[src/rtl/grant_responder_pkg.sv]
// Shared arbiter definitions: responder state encoding, master count and
// default burst-length width, plus the index-to-grant helper.
package grant_responder_pkg;

    localparam int NUM_MASTERS = 4;
    localparam int DEFAULT_LW  = 4;

    typedef enum logic [1:0] {
        ST_IDLE = 2'd0,
        ST_XFER = 2'd1,
        ST_ACKS = 2'd2,
        ST_WREL = 2'd3
    } state_t;

    function automatic logic [NUM_MASTERS-1:0] idx_to_onehot(input logic [1:0] idx);
        return {{(NUM_MASTERS-1){1'b0}}, 1'b1} << idx;
    endfunction

endpackage

[src/rtl/grant_responder_onehot_check.sv]
// Classifies a grant vector: valid when exactly one bit is set, with its index.
module onehot_check
    import grant_responder_pkg::*;
(
    input  logic [NUM_MASTERS-1:0] grant_i,
    output logic                   valid_o,
    output logic [1:0]             idx_o
);

    // x & (x-1) clears the lowest set bit, so zero result means at most one bit
    always_comb begin
        valid_o = (grant_i != 4'b0000) && ((grant_i & (grant_i - 4'd1)) == 4'b0000);
        case (grant_i)
            4'b0010: idx_o = 2'd1;
            4'b0100: idx_o = 2'd2;
            4'b1000: idx_o = 2'd3;
            default: idx_o = 2'd0;
        endcase
    end

endmodule

[src/rtl/grant_responder.sv]
// Serves one granted master per burst: beats, a single ACK, then waits for the
// arbiter to release the grant before accepting a new one.
module grant_responder
    import grant_responder_pkg::*;
#(
    parameter int LW = DEFAULT_LW
)(
    input  logic                      CLK,
    input  logic                      RST_N,
    input  logic [NUM_MASTERS-1:0]    GRANT,
    input  logic [NUM_MASTERS*LW-1:0] LEN,
    output logic                      ACK,
    output logic                      BUSY,
    output logic [1:0]                OWNER,
    output logic                      BEAT,
    output logic [LW-1:0]             BEAT_CNT,
    output logic                      ERR,
    output logic [7:0]                DONE_CNT
);

    state_t          state_q, state_d;
    logic [1:0]      owner_q, owner_d;
    logic [LW-1:0]   cnt_q, cnt_d;
    logic            err_q, err_d;
    logic [7:0]      done_q, done_d;

    logic            grant_valid_s;
    logic [1:0]      grant_idx_s;
    logic [LW-1:0]   len_sel_s;
    logic            grant_kept_s;

    onehot_check u_onehot_check (
        .grant_i (GRANT),
        .valid_o (grant_valid_s),
        .idx_o   (grant_idx_s)
    );

    assign len_sel_s    = LEN[grant_idx_s*LW +: LW];
    assign grant_kept_s = (GRANT == idx_to_onehot(owner_q));

    // State and datapath registers
    always_ff @(posedge CLK or negedge RST_N) begin
        if (!RST_N) begin
            state_q <= ST_IDLE;
            owner_q <= 2'd0;
            cnt_q   <= '0;
            err_q   <= 1'b0;
            done_q  <= 8'd0;
        end else begin
            state_q <= state_d;
            owner_q <= owner_d;
            cnt_q   <= cnt_d;
            err_q   <= err_d;
            done_q  <= done_d;
        end
    end

    // Next-state and datapath update
    always_comb begin
        state_d = state_q;
        owner_d = owner_q;
        cnt_d   = cnt_q;
        err_d   = 1'b0;
        done_d  = done_q;
        case (state_q)
            ST_IDLE: begin
                if (grant_valid_s) begin
                    state_d = ST_XFER;
                    owner_d = grant_idx_s;
                    cnt_d   = (len_sel_s == '0) ? LW'(1) : len_sel_s;
                end else if (GRANT != 4'b0000) begin
                    err_d = 1'b1;
                end else begin
                    state_d = ST_IDLE;
                end
            end
            ST_XFER: begin
                if (!grant_kept_s) begin
                    state_d = ST_IDLE;
                    err_d   = 1'b1;
                    cnt_d   = '0;
                end else if (cnt_q == LW'(1)) begin
                    state_d = ST_ACKS;
                    cnt_d   = '0;
                end else begin
                    cnt_d   = cnt_q - LW'(1);
                end
            end
            ST_ACKS: begin
                state_d = ST_WREL;
                if (done_q != 8'hFF) begin
                    done_d = done_q + 8'd1;
                end else begin
                    done_d = done_q;
                end
            end
            ST_WREL: begin
                if (!grant_kept_s) begin
                    state_d = ST_IDLE;
                end else begin
                    state_d = ST_WREL;
                end
            end
            default: begin
                state_d = ST_IDLE;
                cnt_d   = '0;
            end
        endcase
    end

    // Outputs decoded from state or taken straight from registers
    always_comb begin
        BUSY = (state_q != ST_IDLE);
        BEAT = (state_q == ST_XFER);
        ACK  = (state_q == ST_ACKS);
    end

    assign OWNER    = owner_q;
    assign BEAT_CNT = cnt_q;
    assign ERR      = err_q;
    assign DONE_CNT = done_q;

endmodule
[config.mk]
export PLATFORM = sky130hd
export DESIGN_NAME = grant_responder
export DESIGN_NICKNAME = d
export VERILOG_FILES = /design/src/rtl/grant_responder_pkg.sv /design/src/rtl/grant_responder_onehot_check.sv /design/src/rtl/grant_responder.sv
export SDC_FILE = /design/constraint.sdc
export NUM_CORES = 1
export LEC_CHECK = 0
export BUFFER_PORTS_ARGS = -buffer_cell sky130_fd_sc_hd__buf_2
export CORE_ASPECT_RATIO = 1.5
export CORE_MARGIN = 2
export CORE_UTILIZATION = 52
export CTS_BUF_LIST = sky130_fd_sc_hd__clkbuf_4
export DETAILED_ROUTE_END_ITERATION = 12
export PLACE_DENSITY = 0.82
export SETUP_SLACK_MARGIN = 0.5
export SYNTH_ARGS = -nofsm -noshare
export SYNTH_HDL_FRONTEND = slang
export SYNTH_SLANG_ARGS = --single-unit
[constraint.sdc]
create_clock -name CLK -period 2 [get_ports CLK]
set_input_delay 0.3 -clock CLK [delete_from_list [all_inputs] [get_ports CLK]]
set_output_delay 0.3 -clock CLK [all_outputs]
set_load 0.05 [all_outputs]
==> metrics.txt <==
overall power=2.57 mW; crit path launch type=flop; Die X=43.2 µm; Worst-path clk slew=0.10 ns; HPWL after detailed placement=2240 µm; status=finished clean; design area=1760 µm²; post-route minimum period=~1.6 ns; Primary FF master, synth=dfrtp_1; GRT Total Usage=0.261; Routed WL per cell=15.9 µm; CP bufs+invs=1; f_max=around 630 MHz; root buf cell=clkbuf_4; period utilization=0.791; synth warn=0; largest net degree at the start of global routing=18; PD cells=about 1500 nW/µm²; post-synth net total=between 150 and 200; die area=2710 µm²; Final ANT Viol Nets=0; critical path's largest stage delay=0.43 ns; Synth async-reset ratio=1.00; Max-slew headroom=0.703; share of cells above drive strength 1=0.538; post-synthesis sequential area ratio=0.355; setup TNS=0 ns; RSZ-0062 raised after global routing=yes; count leader, synth=dfrtp_1; VDD IR-drop max=0.000823 V; Nets=210; Worst Tran Pin Value=0.441 ns; compound-gate portion of the synthesized area=0.176; Clock Skews=0.00282 ns; Hold Path Class=input pin to flop; post-placement cell area=1500 µm²; synthesized instance count=130; Critical Path RT=~2.2 ns; Setup CP Type=flop to flop; r2r setup slk=between 0.4 and 0.5 ns; DRC viols=0; Synth cell types=43; Simple-Gate Fraction of Synth Area=0.236; vias in the first global route=1,255; initial antenna violation count=0; CTS tree=done; number of port buffers=39; mux cell area share after synthesis=0.0752; total number of vias=1,222; Post-synth EDFFs=0; Num CTS Buffers=3; largest family of logic cells by synthesized area=simple AND/OR/NAND/NOR gates; max-slew violation total from the final report=0; post-synthesis xor/xnor area fraction=0.0793; crit-path cells=inv_2, ha_1, nor3b_4, nor2_2, o21ai_4, o21ai_2, a211o_1; Initial Utilization=0.543; Area Growth Syn to Fin=47.0%; clk sinks=17; Avg Synthesized Cell Area=9.22 µm²; largest area contributor in the netlist=dfrtp_1; Leak=0.809 nW; # IOs=40; first-pass GRT wire length=5490 µm; number of max-cap violations=0; core area=roughly 2200 µm²; RePlAce Congestion=0.816; drt pass-1 iters=4; Vias/cell=5.90; Slowest cell on crit path=dfrtp_2; Synth Area in Adders=0.0397; Final setup violation count=0; Synth area leaders=dfrtp_1 (35%), mux4_2 (5.6%), nor2_1 (4.4%), o21ai_0 (3.8%), xnor2_1 (3.7%); htree depth=1; num rows=21; Bufs on Longest Clock Path=2; Initial DRC Count=40; top cell type's share of synthesized area=0.355; Synth top cells by count=dfrtp_1 (17), nor2_1 (14), o21ai_0 (9), a21oi_1 (6), inv_1 (6); Die H=62.8 µm; CP arrival=1.78 ns; mapped cell area=1200 µm²; wirelength, routed=3300 µm; Worst-Skew Late Latency=0.30 ns; CP Max Fanout=5; final hold violations=0; Yosys reg bits=17; GR Overflow Total=0; # diodes=0; delay-heaviest family, CP=compound AO/OA/AOI/OAI gates; CP Capture Type=flop
## layer usage
layer  wire (µm)  track usage
met1        1180        0.271
met2        1870        0.483
met3         152       0.0289
met4          85        0.140
met5           0            0
## power breakdown
group          total, mW  switching [mW]  internal, mW
clock              0.187           0.113        0.0746
combinational       1.74            1.03         0.715
sequential         0.646           0.166         0.480
total               2.57            1.30          1.27
## sequential cells by signal, summed over array words and instances (netlist names), named ones only
signal,count
BEAT_CNT,4
OWNER,2
ERR,1
DONE_CNT,8
state_q,1
## tightest hold or removal path, delay by kind of cell
family / cells / cell delay, ns
compound gates: 1 / 0.08
buf+inv: 1 / 0.16
simple gates: 1 / 0.10
## logic make-up (layout without fill, tap and decap cells)
| kind of cell | count (synthesis) | in the layout |
|---|---|---|
| xor+xnor | 10 | 10 |
| buf+inv | 11 | 65 |
| simple gates | 51 | 51 |
| flops | 17 | 17 |
| compound gates | 32 | 32 |
| mux | 5 | 5 |
| fa+ha+maj | 4 | 4 |
## area by class of cell
class | instances | area, µm²
clock inverters | 1 | 5.00
repair buffers | 55 | 354
inverters | 6 | 22.5
well taps | 23 | 28.8
flip-flops and latches | 17 | 438
fillers | 146 | 445
multi-input cells | 102 | 891
clock buffers | 3 | 22.5
## final timing paths
path | cells after the start | to | startpoint
max reg2reg | 7 | BEAT_CNT[2] | BEAT_CNT[1]
max | 7 | BEAT_CNT[2] | BEAT_CNT[1]
min in group asynchronous | 2 | DONE_CNT[0] | RST_N
max in group asynchronous | 2 | OWNER[0] | RST_N
min | 3 | OWNER[1] | GRANT[0]
min reg2reg | 1 | ERR | flop
## what timing repair did
item | 4_1_cts | 5_1_grt
hold buffers | 1 | 0
setup buffers | 7 | 5
setup endpoints to repair | 11 | 13
pin swaps | 9 | 12
resized for setup | 17 | 16
hold endpoints to repair | 17 | 0
## per-stage QoR
step	instances	utilization	hold WS (ns)	setup WS [ns]
2_1_floorplan	130	-	0.00441	0.382
3_3_place_gp	190	0.679	0.238	0.159
3_5_place_dp	190	0.679	0.237	0.112
4_1_cts	202	0.754	0.380	0.441
5_1_grt	207	0.798	0.394	0.375
6_report	207	0.798	0.373	0.418
## layout by cell type (no fill, tap or decap), types with 2 or more instances in the layout
cell type / n
nor3_1: 3
buf_4: 14
dfrtp_2: 10
nand2_1: 5
nand4_1: 3
buf_2: 34
ha_1: 2
or2_4: 2
o21ai_1: 3
inv_2: 2
nand2b_4: 2
mux2_2: 2
nor3b_1: 3
nor2_1: 12
and3_1: 2
a21oi_1: 3
buf_6: 3
a31oi_1: 2
nand3_1: 3
clkbuf_4: 5
dfrtp_1: 7
xor2_1: 4
nand2b_1: 2
mux4_2: 3
a211oi_1: 2
xnor2_1: 3
o211ai_1: 3
inv_1: 4
o21ai_0: 4
a21oi_2: 2
(Power assumes the default switching activity.)
